### config.mk
export PLATFORM = sky130hd
export DESIGN_NAME = superscalar_decode
export DESIGN_NICKNAME = d
export VERILOG_FILES = /design/src/rtl/superscalar_decode.sv
export SDC_FILE = /design/constraint.sdc
export NUM_CORES = 1
export LEC_CHECK = 0
export ABC_CLOCK_PERIOD_IN_PS = 4100
export CAP_MARGIN = 15
export CELL_PAD_IN_SITES_DETAIL_PLACEMENT = 1
export CELL_PAD_IN_SITES_GLOBAL_PLACEMENT = 2
export CORE_MARGIN = 2
export CORE_UTILIZATION = 35
export DETAILED_ROUTE_END_ITERATION = 7
export PLACE_DENSITY_LB_ADDON = 0.1
export SLEW_MARGIN = 0
export SYNTH_ARGS = -nofsm -noshare
export SYNTH_HDL_FRONTEND = slang
export SYNTH_SLANG_ARGS = --single-unit
### constraint.sdc
create_clock -name clk -period 4.1 [get_ports clk]
set_clock_uncertainty 0.15 [all_clocks]
set_input_delay 0.82 -clock clk [delete_from_list [all_inputs] [get_ports clk]]
set_output_delay 0.82 -clock clk [all_outputs]
set_load 0.02 [all_outputs]
### src/rtl/superscalar_decode.sv
// rtl/superscalar_decode.sv - multi-lane RV32I decode stage with in-group RAW and control splitting
package superscalar_decode_pkg;
  typedef struct packed {
    logic [31:0] pc;
    logic [31:0] imm;
    logic [6:0]  opcode;
    logic [4:0]  rd;
    logic [4:0]  rs1;
    logic [4:0]  rs2;
    logic [2:0]  funct3;
    logic [6:0]  funct7;
    logic        uses_rs1;
    logic        uses_rs2;
    logic        reg_write;
    logic        mem_read;
    logic        mem_write;
    logic        branch;
    logic        jump;
  } decode_signals_t;
endpackage

module superscalar_decode_lane
  import superscalar_decode_pkg::*;
(
  input  logic [31:0]     inst,
  input  logic [31:0]     pc,
  output decode_signals_t dec,
  output logic            illegal
);
  always_comb begin
    dec        = '0;
    illegal    = 1'b0;
    dec.pc     = pc;
    dec.opcode = inst[6:0];
    dec.rd     = inst[11:7];
    dec.rs1    = inst[19:15];
    dec.rs2    = inst[24:20];
    dec.funct3 = inst[14:12];
    dec.funct7 = inst[31:25];
    case (inst[6:0])
      7'b0110011: begin dec.reg_write = 1'b1; dec.uses_rs1 = 1'b1; dec.uses_rs2 = 1'b1; end
      7'b0010011: begin dec.reg_write = 1'b1; dec.uses_rs1 = 1'b1;
                        dec.imm = {{20{inst[31]}}, inst[31:20]}; end
      7'b0000011: begin dec.reg_write = 1'b1; dec.uses_rs1 = 1'b1; dec.mem_read = 1'b1;
                        dec.imm = {{20{inst[31]}}, inst[31:20]}; end
      7'b0100011: begin dec.mem_write = 1'b1; dec.uses_rs1 = 1'b1; dec.uses_rs2 = 1'b1;
                        dec.imm = {{20{inst[31]}}, inst[31:25], inst[11:7]}; end
      7'b1100011: begin dec.branch = 1'b1; dec.uses_rs1 = 1'b1; dec.uses_rs2 = 1'b1;
                        dec.imm = {{19{inst[31]}}, inst[31], inst[7], inst[30:25], inst[11:8], 1'b0}; end
      7'b1101111: begin dec.jump = 1'b1; dec.reg_write = 1'b1;
                        dec.imm = {{11{inst[31]}}, inst[31], inst[19:12], inst[20], inst[30:21], 1'b0}; end
      7'b1100111: begin dec.jump = 1'b1; dec.reg_write = 1'b1; dec.uses_rs1 = 1'b1;
                        dec.imm = {{20{inst[31]}}, inst[31:20]}; end
      7'b0110111,
      7'b0010111: begin dec.reg_write = 1'b1; dec.imm = {inst[31:12], 12'b0}; end
      default:    illegal = 1'b1;
    endcase
    if (inst[1:0] != 2'b11) illegal = 1'b1;
    if (illegal) begin
      dec.reg_write = 1'b0;
      dec.mem_read  = 1'b0;
      dec.mem_write = 1'b0;
      dec.branch    = 1'b0;
      dec.jump      = 1'b0;
      dec.uses_rs1  = 1'b0;
      dec.uses_rs2  = 1'b0;
    end
  end
endmodule

module superscalar_decode
  import superscalar_decode_pkg::*;
#(
  parameter int LANES = 2
) (
  input  logic                        clk,
  input  logic                        rst_n,
  input  logic                        flush,
  input  logic                        in_valid,
  output logic                        in_ready,
  input  logic [LANES*32-1:0]         in_inst,
  input  logic [31:0]                 in_pc,
  input  logic [LANES-1:0]            in_lane_mask,
  output logic                        out_valid,
  input  logic                        out_ready,
  output decode_signals_t [LANES-1:0] out_dec,
  output logic [LANES-1:0]            out_lane_valid,
  output logic [LANES-1:0]            out_illegal
);
  typedef enum logic {S_EMPTY, S_HOLD} state_t;

  state_t                      state;
  logic [LANES*32-1:0]         hold_inst;
  logic [31:0]                 hold_pc;
  logic [LANES-1:0]            pending;
  logic [LANES-1:0]            pending_next;
  decode_signals_t [LANES-1:0] lane_dec;
  decode_signals_t [LANES-1:0] issue_dec;
  logic [LANES-1:0]            lane_ill;
  logic [LANES-1:0]            grp;
  logic [LANES-1:0]            remaining;
  logic                        issue;
  logic                        clears_all;
  logic                        accept;
  logic                        stop;
  logic                        hazard;

  for (genvar i = 0; i < LANES; i++) begin : g_lane
    superscalar_decode_lane u_lane (
      .inst    (hold_inst[32*i +: 32]),
      .pc      (hold_pc + 32'(4 * i)),
      .dec     (lane_dec[i]),
      .illegal (lane_ill[i])
    );
  end

  // Walk pending lanes upward; a RAW hit stops before the lane, control/illegal stops after it.
  always_comb begin
    grp    = '0;
    stop   = 1'b0;
    hazard = 1'b0;
    for (int i = 0; i < LANES; i++) begin
      hazard = 1'b0;
      for (int j = 0; j < i; j++) begin
        if (grp[j] && lane_dec[j].reg_write && lane_dec[j].rd != 5'd0 &&
            ((lane_dec[i].uses_rs1 && lane_dec[i].rs1 == lane_dec[j].rd) ||
             (lane_dec[i].uses_rs2 && lane_dec[i].rs2 == lane_dec[j].rd)))
          hazard = 1'b1;
      end
      if (pending[i] && !stop) begin
        if (hazard) begin
          stop = 1'b1;
        end else begin
          grp[i] = 1'b1;
          if (lane_dec[i].branch || lane_dec[i].jump || lane_ill[i]) stop = 1'b1;
        end
      end
    end
  end

  always_comb begin
    for (int i = 0; i < LANES; i++) issue_dec[i] = grp[i] ? lane_dec[i] : '0;
  end

  assign issue      = (state == S_HOLD) && (!out_valid || out_ready);
  assign remaining  = pending & ~grp;
  assign clears_all = issue && (remaining == '0);
  assign in_ready   = !flush && ((state == S_EMPTY) || clears_all);
  assign accept     = in_valid && in_ready;

  always_comb begin
    pending_next = pending;
    if (issue)  pending_next = remaining;
    if (accept) pending_next = in_lane_mask;
    if (flush)  pending_next = '0;
  end

  always_ff @(posedge clk or negedge rst_n) begin
    if (!rst_n) begin
      state          <= S_EMPTY;
      pending        <= '0;
      hold_inst      <= '0;
      hold_pc        <= '0;
      out_valid      <= 1'b0;
      out_dec        <= '0;
      out_lane_valid <= '0;
      out_illegal    <= '0;
    end else begin
      pending <= pending_next;
      state   <= (pending_next != '0) ? S_HOLD : S_EMPTY;
      if (accept) begin
        hold_inst <= in_inst;
        hold_pc   <= in_pc;
      end
      if (flush || (!issue && out_valid && out_ready)) begin
        out_valid      <= 1'b0;
        out_dec        <= '0;
        out_lane_valid <= '0;
        out_illegal    <= '0;
      end else if (issue) begin
        out_valid      <= 1'b1;
        out_dec        <= issue_dec;
        out_lane_valid <= grp;
        out_illegal    <= lane_ill & grp;
      end
    end
  end
endmodule

==> results of run 1 <==
final cells by class:
| class | count | area share (%) |
|---|---|---|
| Clock buffer | 55 | 6.33 |
| Inverter | 6 | 0.128 |
| Clock inverter | 10 | 0.868 |
| Timing Repair Buffer | 336 | 19.7 |
| Tap cell | 461 | 3.28 |
| Sequential cell | 310 | 44.1 |
| Antenna cell | 1 | 0.0142 |
| Multi-Input combinational cell | 633 | 25.6 |
logic make-up after synthesis:
family / synth area share, %
multiplexers: 9.12
AND/OR/NAND/NOR: 7.67
buffers and inverters: 2.71
flip-flops: 61.6
adder cells (fa/ha/maj): 0.0994
XOR/XNOR: 2.64
AO/OA/AOI/OAI: 16.1
power groups by stage:
stage / clock (uW) / sequential, uW / combinational, uW
2_1_floorplan: 0 / 3470 / 474
3_3_place_gp: 0 / 3560 / 819
3_5_place_dp: 0 / 3570 / 830
4_1_cts: 3490 / 3520 / 835
5_1_grt: 3620 / 3550 / 900
6_report: 3390 / 3520 / 821
per-layer routing:
metal	up-vias	global-route usage (%)	part of all wire (%)
li1	4297	-	-
met1	4897	28.9	45
met2	229	33.2	46
met3	39	6.47	7.1
met4	4	4.21	1.4
met5	-	0	0.058
worst max-delay path, delay by kind of cell, from the launching register on:
| family | cells | cell delay (ns) |
|---|---|---|
| and+or+nand+nor | 1 | 0.30 |
| DFF | 1 | 0.51 |
| AOI/OAI and AO/OA | 4 | 0.88 |
| buffers and inverters | 1 | 0.69 |
layout by cell type (no fill, tap or decap), types with 8 or more instances in the layout:
cell                              instances
sky130_fd_sc_hd__clkdlybuf4s50_1        313
sky130_fd_sc_hd__nor2_1                  20
sky130_fd_sc_hd__a21oi_1                 52
sky130_fd_sc_hd__buf_12                  12
sky130_fd_sc_hd__o21ai_0                 87
sky130_fd_sc_hd__nor3_1                   8
sky130_fd_sc_hd__xor2_1                  26
sky130_fd_sc_hd__buf_4                   10
sky130_fd_sc_hd__clkbuf_8                12
sky130_fd_sc_hd__nand2_1                108
sky130_fd_sc_hd__and3_1                  10
sky130_fd_sc_hd__xnor2_1                 12
sky130_fd_sc_hd__mux2_4                  18
sky130_fd_sc_hd__a32o_1                  11
sky130_fd_sc_hd__clkbuf_16               37
sky130_fd_sc_hd__a22oi_1                  9
sky130_fd_sc_hd__mux2_2                  78
sky130_fd_sc_hd__dfrtp_1                309
sky130_fd_sc_hd__a22o_1                 112
sky130_fd_sc_hd__nand3_1                 14
sky130_fd_sc_hd__nand4_1                 10
registers in the layout (all words and copies together) (netlist names):
| name | count |
|---|---|
| out_dec | 206 |
| hold_inst | 64 |
| hold_pc | 32 |
| out_illegal | 2 |
| out_lane_valid | 2 |
| pending | 2 |
| out_valid | 1 |
| state | 1 |
metrics by stage:
step	hold slack, ns	std cells
floorplan	0.333	1021
global placement	0.311	1746
detailed placement	0.318	1746
CTS	0.221	1811
global route	0.256	1811
finish	0.204	1812
repair_timing:
item | CTS | global route
hold buffers | 0 | 0
endpoints found under the hold margin | 0 | 0
setup endpoints to repair | 0 | 1
resized for setup | 0 | 1
worst max-delay path by stage:
stage / endpoint / slack, ns / cells past startpoint
6_report: in_ready / 0.25 / 6
5_1_grt: in_ready / 0.03 / 6
4_1_cts: in_ready / 0.14 / 6
3_5_place_dp: in_ready / 0.56 / 6
3_3_place_gp: in_ready / 0.56 / 6
2_1_floorplan: in_ready / 1.58 / 6
==> results.txt, run 1 <==
Derived from the worst setup path, the maximum achievable clock frequency is 259 MHz. For the via count of the first global-routing pass, the log shows 10143. The first global-routing pass estimated 62500 um of wire.

Setup-violating endpoint count in the final report: 0. 315 I/O pins were placed. The top cell type by area accounts for 61.6% of the synthesized area. The run gives 41.9% as the relative max-transition margin.

After synthesis the cells add up to 0.0126 mm2. For this run, the share of the core covered by cells in the final layout is 49.6%. At the worst endpoint, the arrival time is 2.88 ns. The floorplan step defined a die boundary enclosing 0.0375 mm2.

The worst reg-to-reg path cell count is 7. The initial antenna violation count was 3; the area of all placed cells without fillers was 0.0176 mm2. The internal power of the cells totals 5780 uW.

In this run, synthesis produced a sequential element count of 310. The tools report the largest net degree at the start of global routing as 96. At the placement stage, the worst setup path has a slack of 0.556 ns. The type of element capturing the critical path was a primary output. The detailed-placement wirelength estimate is 26900 um, and the number of buffers between clock root and the deepest sink is 3. Before antenna repair, the detailed router went through 5 iterations.

The worst min-delay path class is in -> async. Portion of the post-synthesis area used by sequential elements: 61.6%. Row generation in the floorplan step produced 69 rows. The slew at the pin closest to its max-slew limit was 0.869 ns.

The largest single stage delay on the critical path is 0.69 ns. The run finished with clean final reports. The analysis attributes to cell leakage a power of 0.00755 uW. The number of warnings reported in the yosys synthesis log was 0. By area the synthesized netlist is led by sky130_fd_sc_hd__dfrtp_1 (62%), sky130_fd_sc_hd__a22o_1 (7.8%), sky130_fd_sc_hd__mux2_2 (7.0%), sky130_fd_sc_hd__o21ai_0 (3.5%), sky130_fd_sc_hd__nand2_1 (3.2%). The number of input and output port buffers inserted was 314; the mean routed wirelength per cell was 21.9 um. Setup slack on the critical path of the routed design comes to 0.246 ns. The core footprint is 0.0355 mm2, and the number of DRC markers after the initial detailed-route iteration is 533. The synthesized area per cell works out to 12.3 um2. Summing all flip-flop and latch instances after layout gives 0.00776 mm2. The run gives 35.5% as the initial standard-cell utilization of the core.

The signal on the critical path passes through nand4b_1 -> a2bb2oi_1 -> a21oi_1 -> o211a_4 -> a31oi_1 -> clkdlybuf4s50_1. After detailed routing, the number of vias per cell comes to 5.22. Sequential cells account for 45.5% of the total power. The final layout net count is 1428. Dividing total power by cell area gives a power density of 439 mW/mm2.

The logs give 0 for the total count of max-transition violations in the final report and 9466 for the via count. The tools report the final number of hold-violating endpoints as 0. The detail route stage leaves a number of antenna-violating nets equal to 0.

The number of flops mapped to enable cells by yosys came out at 0. The H-tree generated during clock tree synthesis spans 2 levels. The startpoint type of the worst setup path is a flop. The clock insertion delay at the later pin of the skew report was 0.51 ns; the number of max-cap violations was 0. The largest fanout of any net on the critical path was 12; the net count of the mapped netlist was 1125.

The worst register-to-register path ends at hold_inst[8]. Most used standard cell by instance count after synthesis: sky130_fd_sc_hd__dfrtp_1. The master of the slowest instance on the critical path is sky130_fd_sc_hd__clkdlybuf4s50_1.

Counting flops with an async set or reset pin after synthesis yields a share of 100%. The clock net in this run drives a total of 310 sinks. From bottom edge to top edge, the die measures 194 um. The tools report the last weighted congestion value of the routability-driven placer as 0.760.

The count of filler cells inserted in the layout came out at 3681. Setup repair after global routing left no endpoint under its margin. The smallest clock period supported by the final layout is computed as 3.85 ns. In this run the post-CTS setup repair buffer count came out at 0.

Post-synthesis cell type with the largest combined area: sky130_fd_sc_hd__dfrtp_1. The number of remaining DRC errors is 0, and the area taken by multi-input logic gates is 0.00451 mm2. The worst register-to-register path has a setup slack of 1.00 ns. The cell at the root of the clock tree was sky130_fd_sc_hd__clkbuf_16.

Adding up every negative setup slack in the final design gives 0 ns. In this run switching power makes up 25.2% of total power. The total overflow left after global routing is 0. For the worst setup path, the data required time is 3.13 ns. After clock tree synthesis, the clock-pin slew on the worst setup and hold paths is 0.06 ns. In the global route stage, overall resource usage came out at 21.1%. The logs give 43.9% for the portion of total power attributed to the clock network and 0.000231 V for the peak ir drop on the vdd network. Summed over all nets, the switching power comes to 1950 uW. Start-to-end type of the worst setup path: reg -> out. The completed layout was analyzed and its total power is 7730 uW. The most used flip-flop cell after synthesis is sky130_fd_sc_hd__dfrtp_1. TritonCTS built the clock tree.

Tracing the worst setup path back leads to its startpoint at hold_inst[2]. Number of distinct standard cells referenced by the synthesized netlist: 52. The startpoint identified for the worst register-to-register timing path is hold_inst[38]. Synthesis handed over a netlist of 1021 instances. Sorting the synthesized cells by how often they occur yields sky130_fd_sc_hd__dfrtp_1 (310), sky130_fd_sc_hd__a22o_1 (112), sky130_fd_sc_hd__nand2_1 (108). The fraction of layout cells with a size suffix above 1 is 14.0%. Relative to the synthesized area, the layout overhead comes to 39.8%. The total length of routed wires came out at 39700 um. In the finished design, the share of the clock period the worst path needs comes to 94.0%.

The die is 194 um wide. The logs give 0.0163 mm2 for the area of placed instances and 37 for the number of buffers inserted during clock tree synthesis. For the portion of total power attributed to combinational logic, the log shows 10.6%.
Note: power is estimated with default switching activity, not from simulation.
==> inputs of run 2 (changes only) <==
--- a/constraint.sdc
+++ b/constraint.sdc
@@ -4,2 +4,2 @@
 set_output_delay 0.82 -clock clk [all_outputs]
-set_load 0.02 [all_outputs]
+set_load 0.05 [all_outputs]
==> results.txt, run 2 (synthesis gave the netlist of run 1 again) <==
The ratio of routed vias to standard cells was 5.21 (-0.18%); the sum of internal, switching and leakage power was 7860 uW (+1.7%). For the detailed-placement wirelength estimate, the log shows 26200 um (-2.6%). The number of levels the H-tree was split into came out at 2 (unchanged). The critical path goes through and4bb_1 -> a2bb2oi_1 -> a21oi_1 -> o211a_4 -> a31oi_1 -> buf_4. The tools report the last weighted congestion value of the routability-driven placer as 0.769 (+1.1%).

Largest fanout of any net on the critical path: 12 (unchanged). The worst hold path belongs to the class in -> async. For the post-CTS setup-driven buffer insertion count, the log shows 0 (unchanged). The total die area was 0.0375 mm2 (unchanged); the I/O pin count was 315 (unchanged). For the core footprint, the log shows 0.0355 mm2 (unchanged).

Leftover overflow at the end of global routing: 0 (unchanged). The tools report the relative max-transition margin as 32.6% (-9.3 points). The start-to-end type of the worst setup path is reg -> out. CTS placed an instance of sky130_fd_sc_hd__clkbuf_16 at the clock tree root.

The number of input and output port buffers inserted came out at 314 (unchanged). The data arrival time of the critical path was 2.55 ns (-0.33 ns); the via count was 9397 (-0.73%). The die outline height was 194 um (unchanged).

The power per standard cell area is 449 mW/mm2 (+2.3%). The clock-pin transition on the worst setup and hold timing paths was 0.06 ns (about the same); the leakage power was 0.00751 uW (-0.59%). Total count of max-transition violations in the final report: 0 (unchanged). The number of flip-flops in the largest register works out to 206 (unchanged). In the layout the commonest cells are sky130_fd_sc_hd__clkdlybuf4s50_1 (312), sky130_fd_sc_hd__dfrtp_1 (310), sky130_fd_sc_hd__a22o_1 (112). The worst setup path is launched from a flop. The fraction of the cycle the final worst path needs is 85.9% (-8.1 points). The number of DRC markers after the initial detailed-route iteration came out at 417 (-22%).

In the final layout, the registers with the most flip-flops are out_dec x206, hold_inst x64, hold_pc x32. The fraction of layout cells with a size suffix above 1 is 13.3% (-0.73 points). Setup repair after global routing left no endpoint under its margin. The largest net degree at the start of global routing was 109 (+14%); the aggregate negative setup slack was 0 ns (unchanged). The type of element capturing the critical path is a primary output.

For the peak ir drop on the vdd network, the log shows 0.000281 V (+21%). The tools report the share of the core filled with cells as 49.3% (-0.26 points). The mean routed wirelength per cell came out at 21.9 um (-0.14%). The run finished with clean final reports. The logs give 284 MHz (+9.4%) for the fmax and 35.5% (unchanged) for the initial standard-cell utilization of the core. The worst reg-to-reg path cell count was 7 (unchanged); the count of nets left with antenna violations after detail routing was 0 (unchanged). The number of standard-cell rows in the floorplan is 69 (unchanged). The slew at the pin closest to its max-slew limit is 1.00 ns (+0.132 ns).

The global routing stage identified its most utilized layer as met2. The most frequent standard cell in the layout excluding fill and tap cells was sky130_fd_sc_hd__clkdlybuf4s50_1. The logs give 0 (unchanged) for the setup-violating endpoint count in the final report and 3 (unchanged) for the number of buffers between clock root and the deepest sink. The reg-to-reg critical path startpoint was hold_inst[6].

The number of remaining DRC errors was 0 (unchanged). Relative to the synthesized area, the layout overhead comes to 39.0%. The total length of routed wires is 39400 um (-0.70%).

The met2 track utilization from global routing is 32.6% (-0.61 points), and the biggest cell delay along the critical path is 0.58 ns (-0.11 ns). The number of buffers inserted during clock tree synthesis was 37 (unchanged); the global routing met3 resource utilization was 5.57% (-0.90 points). The global-route met1 utilization came out at 28.7% (-0.26 points). The final number of hold-violating endpoints came out at 0 (unchanged). For the worst endpoint required time, the log shows 3.13 ns (about the same).

The shortest clock period the worst path allows after layout is 3.52 ns (-0.330 ns), and the width of the chip is 194 um (unchanged). The tools report the total routing usage reported by global routing as 20.7% (-0.40 points). The count of hold-fix buffers inserted at cts was 0 (unchanged). The tools report the reg-to-reg setup timing slack as 0.98 ns (-0.02 ns). The via count of the first global-routing pass is 9959 (-1.8%).

Clock insertion delay at the later pin of the skew report: 0.51 ns (about the same). The final layout net count was 1422 (-0.42%); the sink count of the clock tree was 310 (unchanged). The logs give 1 (-2) for the initial antenna violation count and 61500 um (-1.7%) for the wire length of the first global-routing pass.

Number of antenna cells inserted: 0 (-1). The run gives 0 (unchanged) as the number of resized instances in the post-cts repair step. TritonCTS built the clock tree. The master of the slowest instance on the critical path was sky130_fd_sc_hd__dfrtp_1. The number of max-cap violations was 0 (unchanged). The number of optimization iterations in the first detailed-route pass was 4 (-1). The slack of the critical path came out at 0.576 ns (+0.330 ns). More flip-flops sit in one register than any other, and that register is out_dec. The post-placement worst setup slack was 0.744 ns (+0.188 ns). The endpoint identified for the worst register-to-register timing path is out_dec[171].
==> run 2: per-layer routing <==
layer / vias to the layer above / share of wire, %
li1: 4287 / -
met1: 4829 / 46
met2: 233 / 46
met3: 46 / 6.1
met4: 2 / 1.8
met5: - / 0.033
==> run 2: power by group <==
| group | switching (uW) | leakage [uW] | internal [uW] |
|---|---|---|---|
| registers | 276 | 0.00411 | 3240 |
| clock network | 1250 | 0.000630 | 2230 |
| logic | 459 | 0.00277 | 403 |
| total | 1990 | 0.00751 | 5880 |
==> run 2: how the worst max path moves through the flow <==
| stage | start | to | slack [ns] | cells past startpoint |
|---|---|---|---|---|
| floorplan | hold_inst[7] | in_ready | 1.15 | 6 |
| detailed placement | out_ready | out_dec[169] | 0.74 | 7 |
| global route | hold_inst[6] | in_ready | 0.39 | 6 |
| CTS | hold_inst[6] | in_ready | 0.50 | 6 |
| finish | hold_inst[6] | in_ready | 0.58 | 6 |
| global placement | out_ready | out_dec[169] | 0.80 | 7 |
==> run 2: final cells by class <==
class | count | area (um2)
well taps | 461 | 577
clock inverters | 9 | 220
repair buffers | 330 | 3350
inverters | 6 | 22.5
clock buffers | 53 | 1070
fillers | 3661 | 18000
multi-input cells | 633 | 4510
flip-flops and latches | 310 | 7760
==> run 2: worst max-delay path: cells and delay by family, from the launching register on <==
kind / cells / cell delay (ns)
compound gates: 4 / 0.87
flops: 1 / 0.58
simple gates: 1 / 0.34
buf+inv: 1 / 0.26
==> run 2: metrics by stage <==
step / hold WS [ns] / std cells / area (um2)
after floorplan: 0.333 / 1021 / 12600
after global placement: 0.309 / 1740 / 16200
after detailed placement: 0.319 / 1740 / 16200
after CTS: 0.253 / 1802 / 17500
after global routing: 0.276 / 1802 / 17500
final: 0.219 / 1802 / 17500
==> inputs of run 3 (changes only) <==
Settings changed: CORE_MARGIN 2 to 10, HOLD_SLACK_MARGIN from default to 0.02.
==> results.txt, run 3 (synthesis gave the netlist of run 1 again) <==
For the relative max-transition margin, the log shows 37.3% (+4.7 points). The number of flip-flops in the largest register is 206 (unchanged). The tools report the cell at the root of the clock tree as sky130_fd_sc_hd__clkbuf_16. Count of hold-fix buffers inserted at cts: 0 (unchanged).

The flow ran to the end, and the final reports show no timing, DRC or antenna violations. The worst reg-to-reg path cell count was 7 (unchanged); the number of input and output port buffers inserted was 314 (unchanged). The start-to-end type of the worst setup path was reg -> out.

Traced cell by cell, the critical path runs through and4bb_1 -> a2bb2oi_1 -> a21oi_1 -> o211a_4 -> a31oi_1 -> buf_4. The initial antenna violation count is 3 (+2). Setup repair after global routing left no endpoint under its margin.

The total length of routed wires came out at 42500 um (+7.9%). The master of the slowest instance on the critical path is sky130_fd_sc_hd__dfrtp_1. For the post-CTS setup-driven buffer insertion count, the log shows 0 (unchanged). The type of element capturing the critical path was a primary output. The worst register-to-register path ends at out_dec[193]. The worst slack on hold paths is 0.182 ns (-0.0368 ns). TritonCTS built the clock tree. The via count of the first global-routing pass was 10179 (+2.2%); the fraction of the cycle the final worst path needs was 86.6% (+0.62 points). The aggregate negative setup slack is 0 ns (unchanged).

The data arrival time of the critical path came out at 2.58 ns (+0.03 ns). The ratio of routed vias to standard cells was 5.21 (about the same). The largest fanout of any net on the critical path is 12 (unchanged), and the power per standard cell area is 432 mW/mm2 (-3.9%). The number of remaining DRC errors was 0 (unchanged); the count of filler cells inserted in the layout was 3759 (+2.7%). The sink count of the clock tree was 310 (unchanged); the share of the core filled with cells was 48.8% (-0.49 points). The tools report the core footprint as 0.0356 mm2 (+0.24%).

The relative area change from synthesis to final layout is 38.0%. The tools report the final number of hold-violating endpoints as 0 (unchanged). The die outline height is 210 um (+8.3%), and the number of buffers inserted during clock tree synthesis is 36 (-2.7%).

The wire length of the first global-routing pass was 65600 um (+6.7%). The largest registers in the layout are out_dec x206, hold_inst x64, hold_pc x32. The logs give 0 (unchanged) for the total count of max-transition violations in the final report and 0 (unchanged) for the number of max-cap violations. The worst setup path is launched from a flop.

The logs give 0.0163 mm2 (+0.22%) for the area of placed instances and 29600 um (+13%) for the detailed-placement wirelength estimate. The count of nets left with antenna violations after detail routing was 0 (unchanged). The mean routed wirelength per cell works out to 23.6 um (+8.1%). Total routing usage reported by global routing: 18.9% (-1.8 points). The most frequent standard cell in the layout excluding fill and tap cells is sky130_fd_sc_hd__clkdlybuf4s50_1. For the area of all placed cells without fillers, the log shows 0.0174 mm2 (-0.76%). The leftover overflow at the end of global routing came out at 0 (unchanged). The number of standard-cell rows in the floorplan came out at 69 (unchanged). The tools report the via count as 9386 (-0.12%). Reg-to-reg critical path startpoint: hold_inst[6]. Leaving out fill and tap cells, the most frequent cells in the layout are sky130_fd_sc_hd__clkdlybuf4s50_1 (312), sky130_fd_sc_hd__dfrtp_1 (310), sky130_fd_sc_hd__a22o_1 (112). The I/O pin count came out at 315 (unchanged). The number of resized instances in the post-cts repair step is 0 (unchanged).

Number of antenna cells inserted: 0 (unchanged). Top register by number of flip-flops: out_dec. Largest delay contributor family on the critical path: compound AO/OA/AOI/OAI gates. The clock-pin transition on the worst setup and hold timing paths was 0.06 ns (about the same). The fmax came out at 282 MHz (-0.71%). The biggest cell delay along the critical path works out to 0.60 ns (+0.02 ns). The width of the chip is 210 um (+8.3%), and the setup-violating endpoint count in the final report is 0 (unchanged). The fraction of layout cells with a size suffix above 1 was 13.2% (-0.055 points); the number of DRC markers after the initial detailed-route iteration was 459 (+10%).

The final layout net count was 1424 (+0.14%). The leakage power came out at 0.00745 uW (-0.71%). The buffer and inverter count on the worst path was 1 (unchanged); the slew at the pin closest to its max-slew limit was 0.939 ns (-0.0625 ns).

The reg-to-reg setup timing slack was 0.93 ns (-0.05 ns). The number of levels the H-tree was split into is 2 (unchanged), and the largest net degree at the start of global routing is 108 (-0.92%). The worst endpoint required time is 3.13 ns (about the same). The total die area is 0.0440 mm2 (+17%).

The peak ir drop on the vdd network was 0.000286 V (+2.0%); the number of optimization iterations in the first detailed-route pass was 4 (unchanged). The worst min-delay path class is in -> async. The clock insertion delay at the later pin of the skew report came out at 0.50 ns (about the same). The initial standard-cell utilization of the core was 35.4% (-0.086 points).

For the number of buffers between clock root and the deepest sink, the log shows 3 (unchanged). Shortest clock period the worst path allows after layout: 3.55 ns (+0.0254 ns). The last weighted congestion value of the routability-driven placer was 0.780 (+1.5%).
## run 3: cell count changes in the layout (fill, tap and decap cells not counted)
| cell | delta |
|---|---|
| sky130_fd_sc_hd__clkbuf_8 | -5 |
| sky130_fd_sc_hd__clkinv_2 | +5 |
| sky130_fd_sc_hd__bufinv_16 | -4 |
| sky130_fd_sc_hd__buf_4 | +2 |
| sky130_fd_sc_hd__buf_12 | +1 |
| sky130_fd_sc_hd__clkbuf_1 | -1 |
## run 3: final cells by class
cell class / count / area (um2) / area share, %
Multi-Input combinational cell: 633 / 4510 / 25.9
Tap cell: 461 / 577 / 3.32
Inverter: 6 / 22.5 / 0.130
Sequential cell: 310 / 7760 / 44.7
Clock buffer: 47 / 993 / 5.72
Clock inverter: 10 / 125 / 0.720
Timing Repair Buffer: 333 / 3390 / 19.5
## run 3: worst max path at each step
stage / from / slack [ns] / endpoint / cells past startpoint
6_report: hold_inst[6] / 0.55 / in_ready / 6
5_1_grt: hold_inst[6] / 0.38 / in_ready / 6
4_1_cts: hold_inst[6] / 0.49 / in_ready / 6
3_5_place_dp: out_ready / 0.70 / out_dec[193] / 7
3_3_place_gp: out_ready / 0.81 / out_dec[192] / 7
2_1_floorplan: hold_inst[7] / 1.15 / in_ready / 6
## run 3: where the power goes
group          switching [uW]  internal, uW
clock network            1240          1880
registers                 276          3240
logic                     461           405
## run 3: per-stage QoR
| step | power (uW) | setup WS (ns) | cells |
|---|---|---|---|
| after floorplan | 4010 | 1.15 | 1021 |
| after global placement | 4440 | 0.814 | 1743 |
| after detailed placement | 4450 | 0.695 | 1743 |
| after CTS | 7620 | 0.492 | 1800 |
| after global routing | 7830 | 0.381 | 1800 |
| final | 7500 | 0.551 | 1800 |
## run 3: routing by layer
metal	track usage (%)	share of wire (%)	vias up
met1	25.1	45	4853
met5	0	0.082	-
met2	29.8	47	202
met3	6.15	6.9	50
met4	3.62	1.4	6
li1	-	-	4275
